--- src/rtl/best_arr_tx.sv ---
// best_arr_tx: transmit side of the 11-bit pin stream.
// On a start pulse, reads every entry of the best-match array (one read per
// entry, no prefetch). Each entry is split into 11-bit words, LSB chunk first,
// and the words go to the output FIFO write port. The FIFO may stall the
// stream at any word without a word being lost or repeated.
//
// Handshake (FIFO write side): a word transfers on a rising clk edge where
// out_fifo_wenq=1. wenq is only ever raised while out_fifo_wfull_n=1.
// out_fifo_wdata stays stable while the FSM waits on out_fifo_wfull_n=0.
module best_arr_tx #(
  parameter int DATA_WIDTH  = 11,
  parameter int ENTRY_WIDTH = 64,
  parameter int NUM_ENTRIES = 256,
  parameter int ADDR_WIDTH  = 8
) (
  input  logic                   clk,
  input  logic                   rst_n,
  input  logic                   send_best_arr,
  output logic                   busy,
  output logic                   done,
  output logic                   best_arr_csb1,
  output logic [ADDR_WIDTH-1:0]  best_arr_addr1,
  input  logic [ENTRY_WIDTH-1:0] best_arr_rdata1,
  output logic                   out_fifo_wenq,
  output logic [DATA_WIDTH-1:0]  out_fifo_wdata,
  input  logic                   out_fifo_wfull_n,
  output logic [2:0]             dbg_state
);

  // Number of FIFO words per entry and the width of the zero-extended
  // shift register that holds one entry while it is being sent.
  localparam int NUM_CHUNKS = (ENTRY_WIDTH + DATA_WIDTH - 1) / DATA_WIDTH;
  localparam int SHREG_W    = NUM_CHUNKS * DATA_WIDTH;
  localparam int CW         = (NUM_CHUNKS > 1) ? $clog2(NUM_CHUNKS) : 1;

  localparam logic [2:0] S_IDLE  = 3'd0;
  localparam logic [2:0] S_RD    = 3'd1;
  localparam logic [2:0] S_LATCH = 3'd2;
  localparam logic [2:0] S_SEND  = 3'd3;
  localparam logic [2:0] S_DONE  = 3'd4;

  localparam logic [CW-1:0]         LAST_CHUNK = CW'(NUM_CHUNKS - 1);
  localparam logic [ADDR_WIDTH-1:0] LAST_ENTRY = ADDR_WIDTH'(NUM_ENTRIES - 1);

  logic [2:0]            state;
  logic [2:0]            state_nx;
  logic [ADDR_WIDTH-1:0] index;
  logic [CW-1:0]         chunk;
  logic [SHREG_W-1:0]    shreg;

  logic word_accepted;
  logic last_chunk;
  logic last_entry;

  assign word_accepted = (state == S_SEND) && out_fifo_wfull_n;
  assign last_chunk    = (chunk == LAST_CHUNK);
  assign last_entry    = (index == LAST_ENTRY);

  // Next-state decode; a start pulse is only looked at in IDLE, so a pulse
  // during a transfer or during DONE is simply dropped.
  always_comb begin
    state_nx = state;
    case (state)
      S_IDLE:  if (send_best_arr) state_nx = S_RD;
      S_RD:    state_nx = S_LATCH;
      S_LATCH: state_nx = S_SEND;
      S_SEND: begin
        if (word_accepted && last_chunk) begin
          state_nx = last_entry ? S_DONE : S_RD;
        end
      end
      S_DONE:  state_nx = S_IDLE;
      default: state_nx = S_IDLE;
    endcase
  end

  // State register; reset aborts any transfer with no done pulse.
  always_ff @(posedge clk or negedge rst_n) begin
    if (!rst_n) begin
      state <= S_IDLE;
    end else begin
      state <= state_nx;
    end
  end

  // Entry index: advances after the last chunk of a non-final entry,
  // returns to 0 in DONE so the next transfer starts from entry 0.
  always_ff @(posedge clk or negedge rst_n) begin
    if (!rst_n) begin
      index <= '0;
    end else if (state == S_DONE) begin
      index <= '0;
    end else if (word_accepted && last_chunk && !last_entry) begin
      index <= index + 1'b1;
    end
  end

  // Entry shift register and chunk counter: load on LATCH (read data is
  // valid the cycle after the RD strobe), shift one word per accepted word.
  // A stalled word leaves both untouched so the same word is re-offered.
  always_ff @(posedge clk or negedge rst_n) begin
    if (!rst_n) begin
      shreg <= '0;
      chunk <= '0;
    end else if (state == S_LATCH) begin
      shreg <= {{(SHREG_W - ENTRY_WIDTH){1'b0}}, best_arr_rdata1};
      chunk <= '0;
    end else if (word_accepted) begin
      shreg <= shreg >> DATA_WIDTH;
      chunk <= chunk + 1'b1;
    end
  end

  // Output decode: all strobes come straight from the state so the array
  // is read exactly once per entry and never while SEND is stalled.
  always_comb begin
    busy           = (state == S_RD) || (state == S_LATCH) || (state == S_SEND);
    done           = (state == S_DONE);
    best_arr_csb1  = (state != S_RD);
    best_arr_addr1 = index;
    out_fifo_wenq  = word_accepted;
    out_fifo_wdata = (state == S_SEND) ? shreg[DATA_WIDTH-1:0] : '0;
    dbg_state      = state;
  end

endmodule

--- config.mk ---
export PLATFORM = sky130hd
export DESIGN_NAME = best_arr_tx
export DESIGN_NICKNAME = d
export VERILOG_FILES = /design/src/rtl/best_arr_tx.sv
export SDC_FILE = /design/constraint.sdc
export NUM_CORES = 1
export LEC_CHECK = 0
export BUFFER_PORTS_ARGS = -buffer_cell sky130_fd_sc_hd__buf_2
export CORE_ASPECT_RATIO = 1.2
export CORE_MARGIN = 4
export CORE_UTILIZATION = 52
export DETAILED_ROUTE_END_ITERATION = 6
export GPL_ROUTABILITY_DRIVEN = 0
export PLACE_DENSITY = 0.79
export SLEW_MARGIN = 20
export SYNTH_ARGS = -nofsm -noshare
export SYNTH_HDL_FRONTEND = slang
export SYNTH_SLANG_ARGS = --single-unit
--- constraint.sdc ---
create_clock -name clk -period 2 [get_ports clk]
set_input_delay 0.5 -clock clk [delete_from_list [all_inputs] [get_ports clk]]
set_output_delay 0.5 -clock clk [all_outputs]
set_load 0.01 [all_outputs]
# After elaboration in Yosys (flattened, before gate mapping)
# Cells that the tools add are included.
# word_totals
reg_bits	80
latch_bits	0
ramBits	0
mem_bits_ro	0
input_bits	68
out_inout_bits	26
elab_cells	36
n_memories	0
# op_classes
addsub	2
mul	0
div_mod_pow	0
order_cmp	0
n_eq_ne	9
shift	0
n_mux	11
n_bitwise	0
reduce_logical	10
# op_table
operator	n
66-bit 2-to-1 mux	2
8-bit 2-to-1 mux	2
3-bit 2-to-1 mux	5
3-bit case mux with 4 select lines	1
11-bit 2-to-1 mux	1
8-bit by 1-bit adder with 8-bit output (second input constant)	1
8-bit equality test (second input constant)	1
3-bit by 2-bit equality test with 1-bit output (second input constant)	2
3-bit equality test (second input constant)	2
2-bit nonzero test	2
3-bit by 1-bit adder with 3-bit output (second input constant)	1
3-bit by 1-bit equality test with 1-bit output (second input constant)	1
1-bit logical AND	3
3-bit zero test	1
3-bit by 1-bit inequality test with 1-bit output (second input constant)	1
1-bit logical OR	2
2-bit by 1-bit inequality test with 1-bit output (second input constant)	1
2-bit inequality test (second input constant)	1
2-bit AND reduction	1
1-bit zero test	1

# Logic depth before layout (Yosys ltp)
# depth
ltp_word	6
mapped_depth	7
ltp_nobuf	6

# Worst setup path before layout
# Ideal clock, no wire load.
# synth_timing
kind	flip-flop to output port
from	register state[2], in the netlist dbg_state[2]
to	output out_fifo_wenq
t_arrival_ps	1214
slack_ps	286
stages_incl_launch_ff	6
cell_sequence	dfrtp_1 -> buf_6 -> nand4b_4 -> inv_1 -> buf_2 -> buf_2
# synth_between
elab_chain_cells	2
# synth_lines
element	line_no	text
start: declaration	45	logic [2:0] state;
start signal: assignment	82	state <= state_nx;
3-bit by 2-bit equality test with 1-bit output	55	assign word_accepted = (state == S_SEND) && out_fifo_wfull_n;
1-bit logical AND	55	
end: declaration	24	output logic out_fifo_wenq,
# Every way passes these cells.

# Worst setup path in the final report
# layout_timing
from	register state[0], in the netlist dbg_state[0]
to	output out_fifo_wdata[9]
# layout_between
elab_chain_cells	2
# layout_lines
element	line_no	text
3-bit by 2-bit equality test with 1-bit output	122	out_fifo_wdata = (state == S_SEND) ? shreg[DATA_WIDTH-1:0] : '0;
11-bit 2-to-1 mux	122	
end: declaration	25	output logic [DATA_WIDTH-1:0] out_fifo_wdata,
# Every way passes these cells.

==> summary.txt <==
Core Area = 0.00653 mm2
post-synth top area share = 55.1%
DR iter-0 viols = 278
# rows = 32
Post-synth top cells = nand2_1, dfrtp_1, nor2_1
Async SR Flop Fraction = 100%
Pleak = 2.26 nW
CTS buffer count = 9
Mean Syn Cell Area = 9.50 um2
share of cells above drive strength 1 = 30.2%
post-layout total power = 5.64 mW
Worst Setup Path Type = reg2out
number of placed instances, taps included = 539
Post-DP HPWL = 5.82 mm
Synth Cell Area = 0.00354 mm2
fin. max-slew vios = 0
Final ANT Viol Nets = 0
top cells by area in the synthesized netlist = dfrtp_1, nand2_1, a22oi_1
Initial Util = 54.3%
status = complete, no violations
EDFF count, synth = 0
setup violators final = 0
Comb pwr share = 32.4%
CTS max path bufs = 2
# nets final = 546
Worst Path Max Fanout = 5
register area share after synthesis = 55.1%
Gate Count Post-Synth = 373
clock share of power = 23.7%
drt total wl = 8.81 mm
port bufs = 93
DRT Pass-1 Iters = 5
Mapped Nets = 444
DR WL/cell = 15.6 um
Synth Register Bits = 78
Pwr Density = 1280 mW/mm2
Crit-path slowest cell = dfrtp_2
Tot GR Track Use = 21.5%
fin crit share = 99.3%
Sink Count = 78
Switch Pwr = 1.96 mW
CP Capture Type = primary output
Worst Path Buf+Inv = 3
number of synthesis warnings = 0
vias per cell = 5.48
Layout Skew = 0.0110 ns
critical path data required time = 1.50 ns
final core occ = 67.5%
global-route wire length before repair = 14.2 mm
top-count cell post-synth = nand2_1
peak supply drop = 0.668 mV
antenna cell count = 0
Fin. Hold Viols = 0
fmax = 503 MHz
chip width = 83.4 um
DRC viols = 0
worst min path class = in2async
largest net degree at the start of global routing = 41
Fin Setup TNS = 0 ns
worst skew pair latency = 0.35 ns
number of global-route vias before repair = 2999
non-filler cells in the finished layout = 565
I/O pins = 94
Sw Ratio = 34.7%
CP delay by family, top = flip-flops
max_cap viols = 0
CTS H-tree lvls = 3
area leader, netlist = dfrtp_1
CP arrival = 1.49 ns
Critical Path Max Stage Delay = 0.42 ns
CTS tree = done
Clock Tree Root = clkbuf_8
worst relative slew slack = 71.7%
sequential share of power = 43.9%
hold_ws = 0.00538 ns
Final Critical Period = 1.99 ns
unrepaired setup endpoints after global routing = yes
Netlist cell types = 35
Post-synth top flop = dfrtp_1
worst path cell trace = inv_2 > nor3b_4 > buf_4 > and2_1 > buf_2
routed via count = 3096
Tightest Pin Transition = 0.422 ns
global route total overflow = 0
Internal = 3.68 mW
die area = 0.00821 mm2
Clock transition at path regs = 0.09 ns
initial antenna violation count = 0
P&R area growth vs syn = 24.3%
CP Launch Type = flip-flop
die height = 98.4 um
==> routing by layer <==
layer	wire (um)	GRT usage, %	vias to the layer above	part of all wire [%]
met3	555	4.26	19	6.3
met5	0	0	-	0
met4	234	10.2	0	2.7
met1	3630	28.2	1489	41
met2	4390	34.4	109	50
li1	-	-	1479	-
==> through the flow <==
stage          setup WS (ns)  instance area (um2)
6_report              0.0131                 4410
5_1_grt              -0.0414                 4410
4_1_cts              0.00349                 4340
3_5_place_dp           0.226                 4080
3_3_place_gp           0.291                 4080
2_1_floorplan          0.286                 3540
==> cell usage in the layout (no fill, tap or decap), drive strengths merged, types with 2 or more instances in the layout <==
cell type and instances:
a211oi 2, a21oi 3, a22oi 34, a31oi 3, and2 11, and3 2, buf 114, bufinv 2
clkbuf 10, clkinvlp 3, dfrtp 78, ha 3, inv 7, nand2 101, nand3 15, nor2 43
nor3 10, nor3b 3, o211ai 2, o21a 2, o21ai 4, o22ai 18, o31ai 2, or3 2
==> logic make-up (layout without fill, tap and decap cells) <==
logic type,Yosys count,count (layout),synth area share (%)
xor gates and xnor gates,1,1,0.247
muxes,1,1,0.282
adders and majority gates,3,3,1.06
buffers and inverters,30,137,5.08
DFF,78,78,55.1
and+or+nand+nor,189,189,24.3
AOI/OAI and AO/OA,71,71,14.0
==> what timing repair did <==
action | CTS | global route
gates cloned | 0 | 1
endpoints found under the setup margin | 13 | 13
buffers inserted | 3 | 6
hold buffers | 0 | 0
gates resized for setup | 5 | 6
pin swaps | 0 | 1
endpoints found under the hold margin | 0 | 0
==> area by class of cell <==
type | count | area [um2]
Tap cell | 85 | 106
Timing Repair Buffer | 114 | 654
Clock buffer | 10 | 138
Multi-Input combinational cell | 265 | 1430
Sequential cell | 78 | 1960
Inverter | 7 | 30.0
Clock inverter | 6 | 92.6
Fill cell | 543 | 2120
==> final timing paths <==
check	start	endpoint	slack (ns)	cells after the start
max	dbg_state[0]	out_fifo_wdata[9]	0.01	5
min	rst_n	shreg[49]	0.005	1
max reg2reg	dbg_state[0]	shreg[9]	0.22	7
min reg2reg	shreg[17]	shreg[17]	0.48	2
max in group asynchronous	rst_n	dbg_state[1]	1.40	2
min in group clk	best_arr_rdata1[53]	shreg[53]	0.34	3
==> sequential cells by signal, indices dropped and copies added, names as in the netlist <==
register / flops
best_arr_addr1: 8
chunk: 3
shreg: 64
dbg_state: 3
==> power by group through the flow <==
stage                     combinational, mW  clock (mW)  sequential, mW
after floorplan                        1.24           0            2.42
after global placement                 1.67           0            2.47
after detailed placement               1.73           0            2.50
after CTS                              1.78        1.35            2.47
after global routing                   2.04        1.41            2.55
final                                  1.83        1.34            2.47
(Power assumes the default switching activity.)
